## src/rtl/spwm_lut_sched.sv

```systemverilog
// Three-phase SPWM sample scheduler: one shared sine LUT is read for phases A/B/C per tick.
// Optional SPWM_SCHED_FRAMECNT_EN adds a 16-bit frame_cnt output counting index wraps.
module spwm_lut_sched #(
    parameter int SIZE  = 407,
    parameter int PRESC = 100,
    parameter int OFF_B = 135,
    parameter int OFF_C = 271
) (
    input  logic        clk_in,
    input  logic        rst,
    input  logic        en,
    input  logic [8:0]  step,
    output logic [8:0]  lut_addr,
    output logic        lut_rd,
    input  logic [11:0] lut_data,
    output logic [11:0] samp_a,
    output logic [11:0] samp_b,
    output logic [11:0] samp_c,
    output logic        samp_valid,
    output logic        busy,
    output logic        err
`ifdef SPWM_SCHED_FRAMECNT_EN
    ,
    output logic [15:0] frame_cnt
`endif
);

    typedef enum logic [2:0] {IDLE, RD_A, RD_B, RD_C, CAP, UPD} state_t;

    state_t      state;
    logic [15:0] cnt;
    logic [8:0]  base;
    logic [11:0] hold_a, hold_b;
    logic        tick, step_ok, wrap;
    logic [9:0]  sum_b, sum_c, sum_step;
    logic [8:0]  idx_b, idx_c, base_next;

    always_comb begin
        tick      = en && (cnt == 16'(PRESC - 1));
        sum_b     = {1'b0, base} + 10'(OFF_B);
        sum_c     = {1'b0, base} + 10'(OFF_C);
        sum_step  = {1'b0, base} + {1'b0, step};
        idx_b     = (sum_b >= 10'(SIZE)) ? 9'(sum_b - 10'(SIZE)) : sum_b[8:0];
        idx_c     = (sum_c >= 10'(SIZE)) ? 9'(sum_c - 10'(SIZE)) : sum_c[8:0];
        step_ok   = ({1'b0, step} < 10'(SIZE));
        wrap      = (sum_step >= 10'(SIZE));
        base_next = wrap ? 9'(sum_step - 10'(SIZE)) : sum_step[8:0];
    end

    always_ff @(posedge clk_in) begin
        if (rst) begin
            cnt <= '0;
        end else if (en) begin
            cnt <= tick ? '0 : cnt + 16'd1;
        end else if (state == IDLE) begin
            cnt <= '0;
        end
    end

    always_ff @(posedge clk_in) begin
        if (rst) begin
            state      <= IDLE;
            base       <= '0;
            hold_a     <= '0;
            hold_b     <= '0;
            lut_addr   <= '0;
            lut_rd     <= 1'b0;
            samp_a     <= '0;
            samp_b     <= '0;
            samp_c     <= '0;
            samp_valid <= 1'b0;
            busy       <= 1'b0;
            err        <= 1'b0;
`ifdef SPWM_SCHED_FRAMECNT_EN
            frame_cnt  <= '0;
`endif
        end else begin
            case (state)
                IDLE: if (tick) begin
                    state    <= RD_A;
                    lut_rd   <= 1'b1;
                    lut_addr <= base;
                    busy     <= 1'b1;
                end
                RD_A: begin
                    state    <= RD_B;
                    lut_addr <= idx_b;
                end
                RD_B: begin
                    state    <= RD_C;
                    lut_addr <= idx_c;
                    hold_a   <= lut_data;
                end
                RD_C: begin
                    state  <= CAP;
                    lut_rd <= 1'b0;
                    hold_b <= lut_data;
                end
                CAP: begin
                    // Phase C data arrives this cycle; it goes straight into samp_c so
                    // all three samples become visible together with samp_valid.
                    state      <= UPD;
                    samp_a     <= hold_a;
                    samp_b     <= hold_b;
                    samp_c     <= lut_data;
                    samp_valid <= 1'b1;
                end
                UPD: begin
                    state      <= IDLE;
                    samp_valid <= 1'b0;
                    busy       <= 1'b0;
                    if (step_ok) begin
                        base <= base_next;
`ifdef SPWM_SCHED_FRAMECNT_EN
                        if (wrap) frame_cnt <= frame_cnt + 16'd1;
`endif
                    end else begin
                        err <= 1'b1;
                    end
                end
                default: state <= IDLE;
            endcase
        end
    end

endmodule
```

## config.mk

```make
export PLATFORM = sky130hd
export DESIGN_NAME = spwm_lut_sched
export DESIGN_NICKNAME = d
export VERILOG_FILES = /design/src/rtl/spwm_lut_sched.sv
export SDC_FILE = /design/constraint.sdc
export NUM_CORES = 1
export LEC_CHECK = 0
export BUFFER_PORTS_ARGS = -buffer_cell sky130_fd_sc_hd__buf_2
export CORE_ASPECT_RATIO = 1.1
export CORE_MARGIN = 2
export CORE_UTILIZATION = 53
export CTS_CLUSTER_DIAMETER = 200
export DETAILED_ROUTE_END_ITERATION = 7
export GPL_ROUTABILITY_DRIVEN = 0
export PLACE_DENSITY = 0.77
export SLEW_MARGIN = 15
export SYNTH_ARGS = -nofsm -noshare
export SYNTH_HDL_FRONTEND = slang
export SYNTH_SLANG_ARGS = --single-unit
```

## constraint.sdc

```tcl
create_clock -name clk_in -period 2.94 [get_ports clk_in]
set_clock_uncertainty 0.15 [all_clocks]
set_input_delay 0.147 -clock clk_in [delete_from_list [all_inputs] [get_ports clk_in]]
set_output_delay 0.147 -clock clk_in [all_outputs]
set_load 0.05 [all_outputs]
```

==> metrics.json <==
{
  "place": {
    "io_buffer_count": 72,
    "dp.cells": 952,
    "dp_hpwl_um": 10300
  },
  "power_and_ir_drop": {
    "power.share.switching": 0.220,
    "power_density_nw_per_um2": 410,
    "max-vdd-ir-drop_mv": 0.320,
    "share_clk_of_total_power": 0.462,
    "total_power_mw": 2.84,
    "p_int_mw": 2.21,
    "leakagePower_nw": 2.74,
    "power.share.combinational": 0.054,
    "power_switching_mw": 0.624,
    "power.sequential.fraction": 0.484
  },
  "floorplanning": {
    "floorplan.io_pins": 73,
    "dieWidth_um": 103,
    "row_count": 39,
    "die-height_um": 113,
    "start_util": 0.549,
    "floorplan.die_area_um2": 11700,
    "floorplan.core_area_um2": 10400
  },
  "clock_network": {
    "cts_tree": "built",
    "numCtsBuffers": 9,
    "clock-sinks": 101,
    "cts-root-buf": "sky130_fd_sc_hd__clkbuf_16",
    "clock_tree.buffer_depth": 2,
    "h-tree-depth": 3,
    "worst_skew_pair.late_latency_ns": 0.35,
    "clkTransAtPathRegs_ns": 0.07
  },
  "synthesis": {
    "synth_enable_flop_cells": 0,
    "synth.cell_area_um2": 5730,
    "synth_cell_type_count": 79,
    "ys_async_sr_fraction": 0,
    "postSynthCellCount": 756,
    "synth.ff_latch_count": 101,
    "yosys-top-cells-area": "sky130_fd_sc_hd__dfxtp_1 35%, sky130_fd_sc_hd__nand2_1 9.4%, sky130_fd_sc_hd__a21oi_1 8.6%, sky130_fd_sc_hd__nor2_1 3.6%, sky130_fd_sc_hd__ha_1 2.8%",
    "synth.yosys.seq_area_share": 0.353,
    "synthMostInstantiatedCell": "sky130_fd_sc_hd__nand2_1",
    "post_synth_most_frequent_cells": "144 x sky130_fd_sc_hd__nand2_1, 101 x sky130_fd_sc_hd__dfxtp_1, 98 x sky130_fd_sc_hd__a21oi_1",
    "synth_area_leader_cell": "sky130_fd_sc_hd__dfxtp_1",
    "post-synth-top-area-fraction": 0.353,
    "most_instantiated_flip_flop_cell_in_the_synthesis_netlist": "sky130_fd_sc_hd__dfxtp_1",
    "synth.net_count": 794,
    "synth.yosys.warnings": 0,
    "avgSynthCellArea_um2": 7.58
  },
  "finish": {
    "final_standard_cell_utilization_of_the_core": 0.662,
    "nNetsFinal": 877,
    "post_layout_nonfiller_instances": 987,
    "antenna_cells": 0,
    "layout-drive-gt1-share": 0.206,
    "area_growth_pct": 20.6,
    "fillerInstances": 889
  },
  "sta": {
    "timing.setup.tns_ns": 0,
    "worst_hold_slack_ns": 0.127,
    "finalSetupViolations": 0,
    "max_slew_headroom": 0.503,
    "highest_clock_rate_ghz": 0.344,
    "rsz0062_at_grt": "true",
    "final-max-slew-violation-count": 0,
    "period_needed_ns": 2.90,
    "finalCritPeriodShare": 0.987,
    "timing_worst_slew_pin_value_ns": 0.746,
    "hold_viol_final": 0
  },
  "critical_path": {
    "path_class": "reg2reg",
    "setup.worst_path.end_class": "flop",
    "worst_ep_arrival_time_ns": 2.99,
    "cp.required_ns": 3.03,
    "worst_setup_path_start_kind": "flop",
    "critical_path_peak_fanout": 5
  },
  "drt": {
    "drt-vias-per-instance": 5.86,
    "drt_pass1_iterations": 5,
    "drc": 0,
    "final_antenna_net_count": 0,
    "drt_iter0_markers": 476,
    "vias": 5781,
    "routed_wire_length_per_instance_um": 15.1,
    "detail_route.wirelength_um": 14900
  },
  "global_routing": {
    "antenna_found_initial": 0,
    "maximum_number_of_pins_on_one_net_before_global_route_repair": 49,
    "grt_pass1_vias": 5240,
    "overflow": 0,
    "global_route.usage.total": 0.256,
    "wire_length_of_the_first_global_routing_pass_um": 24300
  },
  "status": {
    "outcome": "completed"
  },
  "flow_run": {
    "drv_cap": 0
  },
  "hold_path": {
    "hp-class": "in2reg"
  }
}
==> registers in the layout, indices dropped and copies added, names as in the netlist <==
register / cells
cnt: 16
hold_a: 12
hold_b: 12
samp_a: 12
samp_b: 12
samp_c: 12
base: 9
lut_addr: 9
state: 3
busy: 1
err: 1
lut_rd: 1
samp_valid: 1
==> power groups by stage <==
stage	combinational (mW)	clock (mW)	sequential, mW
4_1_cts	0.139	1.33	1.37
3_5_place_dp	0.123	0	1.40
2_1_floorplan	0.0694	0	1.41
6_report	0.154	1.31	1.37
3_3_place_gp	0.119	0	1.40
5_1_grt	0.167	1.39	1.37
==> placed cells by master (no fill, tap or decap), drive strengths merged, types with 4 or more instances in the layout <==
| cell | n |
|---|---|
| a211o | 5 |
| a211oi | 8 |
| a21o | 8 |
| a21oi | 99 |
| a221oi | 4 |
| a311oi | 11 |
| a31oi | 10 |
| and2 | 4 |
| and3 | 17 |
| buf | 116 |
| clkbuf | 12 |
| dfxtp | 101 |
| dlygate4sd3 | 13 |
| ha | 13 |
| inv | 12 |
| mux2i | 4 |
| nand2 | 146 |
| nand2b | 7 |
| nand3 | 28 |
| nor2 | 57 |
| nor2b | 9 |
| nor3 | 19 |
| nor3b | 11 |
| nor4 | 7 |
| o211ai | 5 |
| o21ai | 34 |
| or2 | 5 |
| or3 | 8 |
| xnor2 | 15 |
| xor2 | 8 |
==> layer usage <==
layer	track usage	vias up	share of wire
met5	0	-	0
met4	0.0904	0	0.024
met3	0.0525	31	0.065
met2	0.412	226	0.49
met1	0.338	2682	0.42
li1	-	2842	-
==> kinds of logic after synthesis <==
| group | after synthesis | synth area share |
|---|---|---|
| xor+xnor | 23 | 0.0364 |
| compound gates | 218 | 0.247 |
| fa+ha+maj | 14 | 0.0319 |
| simple gates | 328 | 0.274 |
| mux | 4 | 0.00698 |
| buf+inv | 68 | 0.0506 |
| flops | 101 | 0.353 |
==> per-stage QoR <==
step / instance area (um^2) / setup slack, ns
after global routing: 6920 / -0.0935
after floorplan: 5730 / 0.0683
after global placement: 6320 / 0.0677
final: 6920 / 0.0368
after detailed placement: 6320 / -0.00498
after CTS: 6780 / 0.00390
==> area by class of cell <==
cell class	instances	area, um^2	area share
Sequential cell	101	2020	0.293
Multi-Input combinational cell	587	3510	0.507
Clock inverter	4	80.1	0.0116
Inverter	11	41.3	0.00597
Tap cell	143	179	0.0259
Clock buffer	12	246	0.0356
Timing Repair Buffer	129	837	0.121
==> worst max-delay path, stage by stage, from the launching register on <==
cell,delay [ns]
sky130_fd_sc_hd__dfxtp_2,0.34
sky130_fd_sc_hd__ha_2,0.20
sky130_fd_sc_hd__fa_2,0.35
sky130_fd_sc_hd__a21o_1,0.23
sky130_fd_sc_hd__a221oi_2,0.27
sky130_fd_sc_hd__xnor2_1,0.14
sky130_fd_sc_hd__a211oi_2,0.33
sky130_fd_sc_hd__o31ai_2,0.12
sky130_fd_sc_hd__buf_4,0.18
sky130_fd_sc_hd__buf_4,0.14
sky130_fd_sc_hd__and3_1,0.16
sky130_fd_sc_hd__o21ai_1,0.13
sky130_fd_sc_hd__a21oi_1,0.08
==> repair_timing <==
item / 4_1_cts / 5_1_grt
hold buffers: 13 / 0
setup buffers: 0 / 6
setup endpoints to repair: 1 / 18
pin swaps: 0 / 11
resized for setup: 1 / 21
endpoints found under the hold margin: 37 / 0
==> worst paths after layout <==
check	slack, ns	cells past startpoint	from	to
setup / recovery	0.04	12	base[0]	base[3]
hold / removal	0.13	4	step[7]	err
hold reg to reg	0.30	2	samp_b[1]	samp_b[1]
setup reg to reg	0.04	12	base[0]	base[3]
(Power assumes the default switching activity.)
